===== config.mk =====
export PLATFORM = sky130hd
export DESIGN_NAME = apb_gpio_debounce
export DESIGN_NICKNAME = d
export VERILOG_FILES = /design/src/rtl/apb_gpio_debounce.sv
export SDC_FILE = /design/constraint.sdc
export NUM_CORES = 1
export LEC_CHECK = 0
export ABC_AREA = 1
export BUFFER_PORTS_ARGS = -buffer_cell sky130_fd_sc_hd__buf_2
export CORE_MARGIN = 8
export CORE_UTILIZATION = 25
export CTS_CLUSTER_DIAMETER = 80
export CTS_CLUSTER_SIZE = 12
export DETAILED_ROUTE_END_ITERATION = 10
export GPL_TIMING_DRIVEN = 0
export MAX_ROUTING_LAYER = met4
export PLACE_DENSITY = 0.43
export SLEW_MARGIN = 40
export SYNTH_ARGS = -nofsm -noshare
export SYNTH_HDL_FRONTEND = slang
export SYNTH_SLANG_ARGS = --single-unit

===== constraint.sdc =====
create_clock -name clk -period 3 [get_ports clk]
set_input_delay 0.3 -clock clk [delete_from_list [all_inputs] [get_ports clk]]
set_output_delay 0.3 -clock clk [all_outputs]
set_load 0.1 [all_outputs]

===== src/rtl/apb_gpio_debounce.sv =====
// -----------------------------------------------------------------------------
// apb_gpio_debounce
//
// APB3 GPIO peripheral for board LEDs and slide switches. Every input bit is
// synchronised and debounced before software can see it. Per-bit rising and
// falling edges of the debounced value feed a sticky write-1-to-clear status
// register, which drives a single level interrupt.
//
// Register map (byte offsets, bits at and above GPIO_WIDTH read 0):
//   0x00 DIN        RO   debounced inputs (writes ignored, no error)
//   0x04 DOUT       RW   drives gpio_out
//   0x08 RISE_EN    RW   rising-edge status enable
//   0x0C FALL_EN    RW   falling-edge status enable
//   0x10 IRQ_STATUS W1C  sticky edge status
//   Any other offset, an unaligned address or nonzero address bits above [4:0]
//   raise pslverror, read 0 and ignore the write.
//
// APB handshake: zero wait states. pready = psel & penable; a transfer
// completes in the access phase it is presented in. prdata and pslverror are
// combinational during the access phase and 0 otherwise. A write commits on
// the clk edge that ends the access phase.
//
// Ports:
//   clk, reset          system clock, synchronous active-high reset
//   s_apb_*             APB3 slave port
//   gpio_in             asynchronous switch inputs
//   gpio_out            LED drive (DOUT)
//   irq                 OR of IRQ_STATUS
// -----------------------------------------------------------------------------
module apb_gpio_debounce #(
  parameter int ADDR_WIDTH      = 32,
  parameter int GPIO_WIDTH      = 16,
  parameter int SYNC_STAGES     = 2,
  parameter int DEBOUNCE_CYCLES = 100000,
  parameter logic [GPIO_WIDTH-1:0] OUT_RESET = '0
) (
  input  logic                  clk,
  input  logic                  reset,
  input  logic [ADDR_WIDTH-1:0] s_apb_paddr,
  input  logic                  s_apb_psel,
  input  logic                  s_apb_penable,
  input  logic                  s_apb_pwrite,
  input  logic [31:0]           s_apb_pwdata,
  output logic                  s_apb_pready,
  output logic [31:0]           s_apb_prdata,
  output logic                  s_apb_pslverror,
  input  logic [GPIO_WIDTH-1:0] gpio_in,
  output logic [GPIO_WIDTH-1:0] gpio_out,
  output logic                  irq
);

  // A counter of at least one bit keeps DEBOUNCE_CYCLES=1 legal; its only
  // value is then 0, so a difference is accepted on the first cycle.
  localparam int CNT_W = (DEBOUNCE_CYCLES > 1) ? $clog2(DEBOUNCE_CYCLES) : 1;
  localparam logic [CNT_W-1:0] CNT_LAST = CNT_W'(DEBOUNCE_CYCLES - 1);

  // Word index (paddr[4:2]) of each register
  localparam logic [2:0] REG_DIN  = 3'd0;
  localparam logic [2:0] REG_DOUT = 3'd1;
  localparam logic [2:0] REG_RISE = 3'd2;
  localparam logic [2:0] REG_FALL = 3'd3;
  localparam logic [2:0] REG_STAT = 3'd4;

  // ---------------------------------------------------------------------------
  // APB decode
  // ---------------------------------------------------------------------------
  logic                  w_access;
  logic                  w_upper_zero;
  logic                  w_addr_ok;
  logic                  w_wr;
  logic [2:0]            w_word;
  logic [GPIO_WIDTH-1:0] w_wdata;
  logic                  w_unused_pwdata;

  assign w_access     = s_apb_psel & s_apb_penable;
  assign w_upper_zero = ((s_apb_paddr >> 5) == '0);
  assign w_word       = s_apb_paddr[4:2];
  assign w_addr_ok    = w_upper_zero && (s_apb_paddr[1:0] == 2'b00) &&
                        (w_word <= REG_STAT);
  assign w_wr         = w_access & s_apb_pwrite & w_addr_ok;
  assign w_wdata      = s_apb_pwdata[GPIO_WIDTH-1:0];

  // pwdata bits above GPIO_WIDTH have no destination
  assign w_unused_pwdata = ^s_apb_pwdata;

  // ---------------------------------------------------------------------------
  // Input synchroniser
  // ---------------------------------------------------------------------------
  logic [GPIO_WIDTH-1:0] r_sync [SYNC_STAGES];
  logic [GPIO_WIDTH-1:0] w_sync;

  always_ff @(posedge clk) begin
    if (reset) begin
      for (int k = 0; k < SYNC_STAGES; k++) r_sync[k] <= '0;
    end else begin
      r_sync[0] <= gpio_in;
      for (int k = 1; k < SYNC_STAGES; k++) r_sync[k] <= r_sync[k-1];
    end
  end

  assign w_sync = r_sync[SYNC_STAGES-1];

  // ---------------------------------------------------------------------------
  // Debounce: a bit's debounced value follows the synchronised value only after
  // the two have disagreed for DEBOUNCE_CYCLES consecutive cycles. Any
  // agreement restarts the count, so short pulses are dropped.
  // ---------------------------------------------------------------------------
  logic [CNT_W-1:0]      r_cnt [GPIO_WIDTH];
  logic [GPIO_WIDTH-1:0] r_din;
  logic [GPIO_WIDTH-1:0] w_upd;
  logic [GPIO_WIDTH-1:0] w_rise;
  logic [GPIO_WIDTH-1:0] w_fall;

  always_comb begin
    w_upd = '0;
    for (int i = 0; i < GPIO_WIDTH; i++) begin
      w_upd[i] = (w_sync[i] != r_din[i]) && (r_cnt[i] == CNT_LAST);
    end
  end

  // The debounced bit takes the synchronised value, so its direction tells
  // which kind of edge is happening on this clock.
  assign w_rise = w_upd & w_sync;
  assign w_fall = w_upd & ~w_sync;

  always_ff @(posedge clk) begin
    if (reset) begin
      r_din <= '0;
      for (int i = 0; i < GPIO_WIDTH; i++) r_cnt[i] <= '0;
    end else begin
      for (int i = 0; i < GPIO_WIDTH; i++) begin
        if (w_sync[i] == r_din[i]) begin
          r_cnt[i] <= '0;
        end else if (w_upd[i]) begin
          r_din[i] <= w_sync[i];
          r_cnt[i] <= '0;
        end else begin
          r_cnt[i] <= r_cnt[i] + CNT_W'(1);
        end
      end
    end
  end

  // ---------------------------------------------------------------------------
  // Software registers
  // ---------------------------------------------------------------------------
  logic [GPIO_WIDTH-1:0] r_dout;
  logic [GPIO_WIDTH-1:0] r_rise_en;
  logic [GPIO_WIDTH-1:0] r_fall_en;
  logic [GPIO_WIDTH-1:0] r_stat;
  logic [GPIO_WIDTH-1:0] w_set;
  logic [GPIO_WIDTH-1:0] w_clr;

  // Enables are sampled before any write on the same edge takes effect, so an
  // enable change never acts retroactively on an edge.
  assign w_set = (w_rise & r_rise_en) | (w_fall & r_fall_en);
  assign w_clr = (w_wr && (w_word == REG_STAT)) ? w_wdata : '0;

  always_ff @(posedge clk) begin
    if (reset) begin
      r_dout    <= OUT_RESET;
      r_rise_en <= '0;
      r_fall_en <= '0;
      r_stat    <= '0;
    end else begin
      if (w_wr && (w_word == REG_DOUT)) r_dout    <= w_wdata;
      if (w_wr && (w_word == REG_RISE)) r_rise_en <= w_wdata;
      if (w_wr && (w_word == REG_FALL)) r_fall_en <= w_wdata;
      // Set is OR-ed in after the clear so a simultaneous event survives W1C
      r_stat <= (r_stat & ~w_clr) | w_set;
    end
  end

  // ---------------------------------------------------------------------------
  // Read mux and outputs
  // ---------------------------------------------------------------------------
  logic [GPIO_WIDTH-1:0] w_rdata;

  always_comb begin
    w_rdata = '0;
    case (w_word)
      REG_DIN:  w_rdata = r_din;
      REG_DOUT: w_rdata = r_dout;
      REG_RISE: w_rdata = r_rise_en;
      REG_FALL: w_rdata = r_fall_en;
      REG_STAT: w_rdata = r_stat;
      default:  w_rdata = '0;
    endcase
  end

  assign s_apb_pready    = w_access;
  assign s_apb_prdata    = (w_access && w_addr_ok) ? 32'(w_rdata) : 32'd0;
  assign s_apb_pslverror = w_access & ~w_addr_ok;
  assign gpio_out        = r_dout;
  assign irq             = |r_stat;

endmodule

==> flow_summary.yaml <==
outcome:
  status: "finished, final reports clean"
die:
  io_pins: 136
  num_rows: 104
  die_h_um: 301.1
  core-area_mm2: 0.08055
  die_x_um: 301.1
  start_util_pct: 25.23
  die-area_mm2: 0.09068
synthesis:
  synthFlopType: "edfxtp_1"
  synth-edff-count: 272
  async_flop_share_pct: 0
  syn_inst: 2423
  synth_top_area_share_pct: 40.19
  netlist_top_cells_count: "nand2_1, nor2_1, inv_1, edfxtp_1, a21oi_1"
  synth.distinct_cells: 46
  synth.area.top_cells: "edfxtp_1, dfxtp_1, nand2_1"
  syn_area_per_cell_um2: 8.388
  ys_warn_count: 0
  synth_top_cell_by_area: "edfxtp_1"
  synth.cell_area_mm2: 0.02032
  synth-seq-cells: 384
  synth_most_common_cell: "nand2_1"
  yosysSeqAreaShare_pct: 51.22
critical_path:
  crit_buf_inv: 4
  arrival_ns: 2.64
  cp_top_family: "simple AND/OR/NAND/NOR gates"
  r2r-end: "r_cnt[0][80]"
  critPathKind: "primary input to output port"
  slowest_delay_ns: 0.41
  crit_slowest_cell: "nor2_1"
  endpoint_kind: "output port"
  critPathLaunch: "s_apb_paddr[3]"
  cp_num_cells: 9
  regToRegStartpoint: "r_cnt[0][68]"
  path_common_cell: "buf_2"
  endpoint: "s_apb_prdata[6]"
  cp_cell_sequence: "buf_2 > o21ai_2 > nand4_1 > nor2_2 > buf_6 > nand2_2 > buf_2 > nor2_1 > buf_4"
  r2r_setup_slack_ns: 0.81
  startpoint_type: "primary input"
  cp_max_fo: 10
  crit_required_ns: 2.70
  reg2reg_depth: 7
clock_network:
  cts.htree.levels: 2
  cts.path.max_buffers: 3
  cts.sinks: 384
  clock_latency_ns: 0.56
  clk_pin_slew_ns: 0.06
  clockRootBuffer: "clkbuf_16"
  cts_setup_buffers: 0
  numCtsBuffers: 40
  cts_tree: "yes"
placement:
  place_hpwl_um: 41710
  routabilityCongestion: 0.8365
  portBuffers: 102
final_layout:
  drive_gt1_share_pct: 8.994
  fin_nets: 2973
  finish.utilization_pct: 30.63
  syn_to_final_growth_pct: 21.39
timing:
  setup_viol: 0
  setup_tns_ns: 0
  clock_skew_ns: 0.01813
  hold_viol_final: 0
  tightest_slew_ns: 0.8079
  max_freq_mhz: 339.6
  maxSlewViolCount: 0
  period_share_pct: 98.16
  slew_headroom_pct: 46.14
  rsz0062_at_grt: "false"
  min_period_ns: 2.945
detailed_routing:
  drc: 0
  routed_wl_um: 56090
  first_iter_violations: 1029
  ant_nets: 0
  via_count: 16850
  first_pass_iters: 5
  drt-wirelength-per-cell_um: 14.12
  vias_per_cell: 4.244
global_route:
  grt_max_degree: 14
  grt-ovfl-total: 0
  first_global_vias: 15970
  grt_pass1_wl_um: 88910
  antenna_found_initial: 15
  grtUsageTotal_pct: 12.61
power:
  p_leak_nw: 10.17
  peakVddDrop_mv: 0.3030
  power.density_mw_per_mm2: 467.4
  total_power_mw: 11.53
run:
  cap_violations: 0
min_path:
  worstHoldPathType: "primary input to register"
per-stage QoR:
step	setup WS [ns]	area, µm²	hold WS [ns]	cells
6_report	0.05518	24670	0.04362	3971
5_1_grt	0.01410	24670	0.03340	3971
4_1_cts	-0.002191	24650	0.009101	3962
3_5_place_dp	-0.2846	23240	0.3926	3871
3_3_place_gp	-0.2861	23230	0.3901	3871
2_1_floorplan	-0.1806	21400	0.3883	2709
metal layers:
metal	GRT usage (%)	vias to the layer above	wire length [µm]
li1	-	8712	-
met1	17.73	7730	28020
met2	18.13	346	22950
met3	2.911	66	3930
met4	3.228	0	1187
met5	-	-	0
state kept, by name (all words and copies together) (netlist names):
register   flops
r_rise_en     16
r_stat        16
r_fall_en     16
r_cnt        272
gpio_out      16
r_sync        32
r_din         16
cell usage in the layout (no fill, tap or decap), types with 11 or more instances in the layout:
master	netlist	final
xor2_1	93	93
a21oi_1	159	159
nand3_1	136	136
nand4_1	105	105
o21ai_0	51	51
dlygate4sd3_1	0	19
o21a_1	11	11
clkbuf_16	0	42
nor2_1	375	375
nor4_1	23	23
conb_1	2	288
clkbuf_1	16	38
nor2_2	14	14
nand3b_1	11	11
nor3b_1	24	24
ha_1	16	16
edfxtp_1	272	272
xnor2_1	21	21
nor3_1	72	71
or2_2	20	20
buf_2	25	118
inv_1	319	319
dfxtp_1	112	112
buf_4	25	35
a221oi_1	15	15
nand2_1	444	444
power by group:
part           total, mW  switching [mW]  internal, mW
combinational      0.703           0.505         0.198
sequential          6.01           0.157          5.85
clock               4.82            2.20          2.63
final cells by class:
| cell class | count | area, µm² |
|---|---|---|
| Inverter | 320 | 1201 |
| Fill cell | 8678 | 55870 |
| Clock inverter | 5 | 38.79 |
| Timing Repair Buffer | 121 | 725.7 |
| Clock buffer | 67 | 1150 |
| Antenna cell | 9 | 22.52 |
| Multi-Input combinational cell | 1931 | 9378 |
| Buffer | 74 | 420.4 |
| Tap cell | 1060 | 1326 |
| Sequential cell | 384 | 10410 |
cells by family (layout without fill, tap and decap cells):
kind of cell	after synthesis	after routing	share of synthesized area [%]
AOI/OAI and AO/OA	262	262	7.092
buffers and inverters	394	587	7.966
adders and majority gates	16	16	0.9850
DFF	384	384	51.22
and+or+nand+nor	1251	1251	27.79
xor gates and xnor gates	114	114	4.913
other	2	297	0.03695
repair_timing:
action	in CTS	in global routing
hold endpoints to repair	19	0
endpoints found under the setup margin	10	0
hold buffers	19	0
resized for setup	11	0
worst min path at each step:
stage	from	end	slack (ns)	depth (start not counted)
detailed placement	r_sync[0][1]	r_sync[0][17]	0.39	2
global placement	r_sync[0][13]	r_sync[0][29]	0.39	2
finish	s_apb_pwdata[6]	r_rise_en[6]	0.04	3
CTS	s_apb_pwdata[3]	r_rise_en[3]	0.009	3
floorplan	r_sync[0][0]	r_sync[0][16]	0.39	2
global route	s_apb_pwdata[3]	r_rise_en[3]	0.03	3
worst min-delay path, stage by stage:
cell	delay [ns]
buf_2	0.12
nor2_1	0.05
nor2_1	0.09
(Power assumes the default switching activity.)
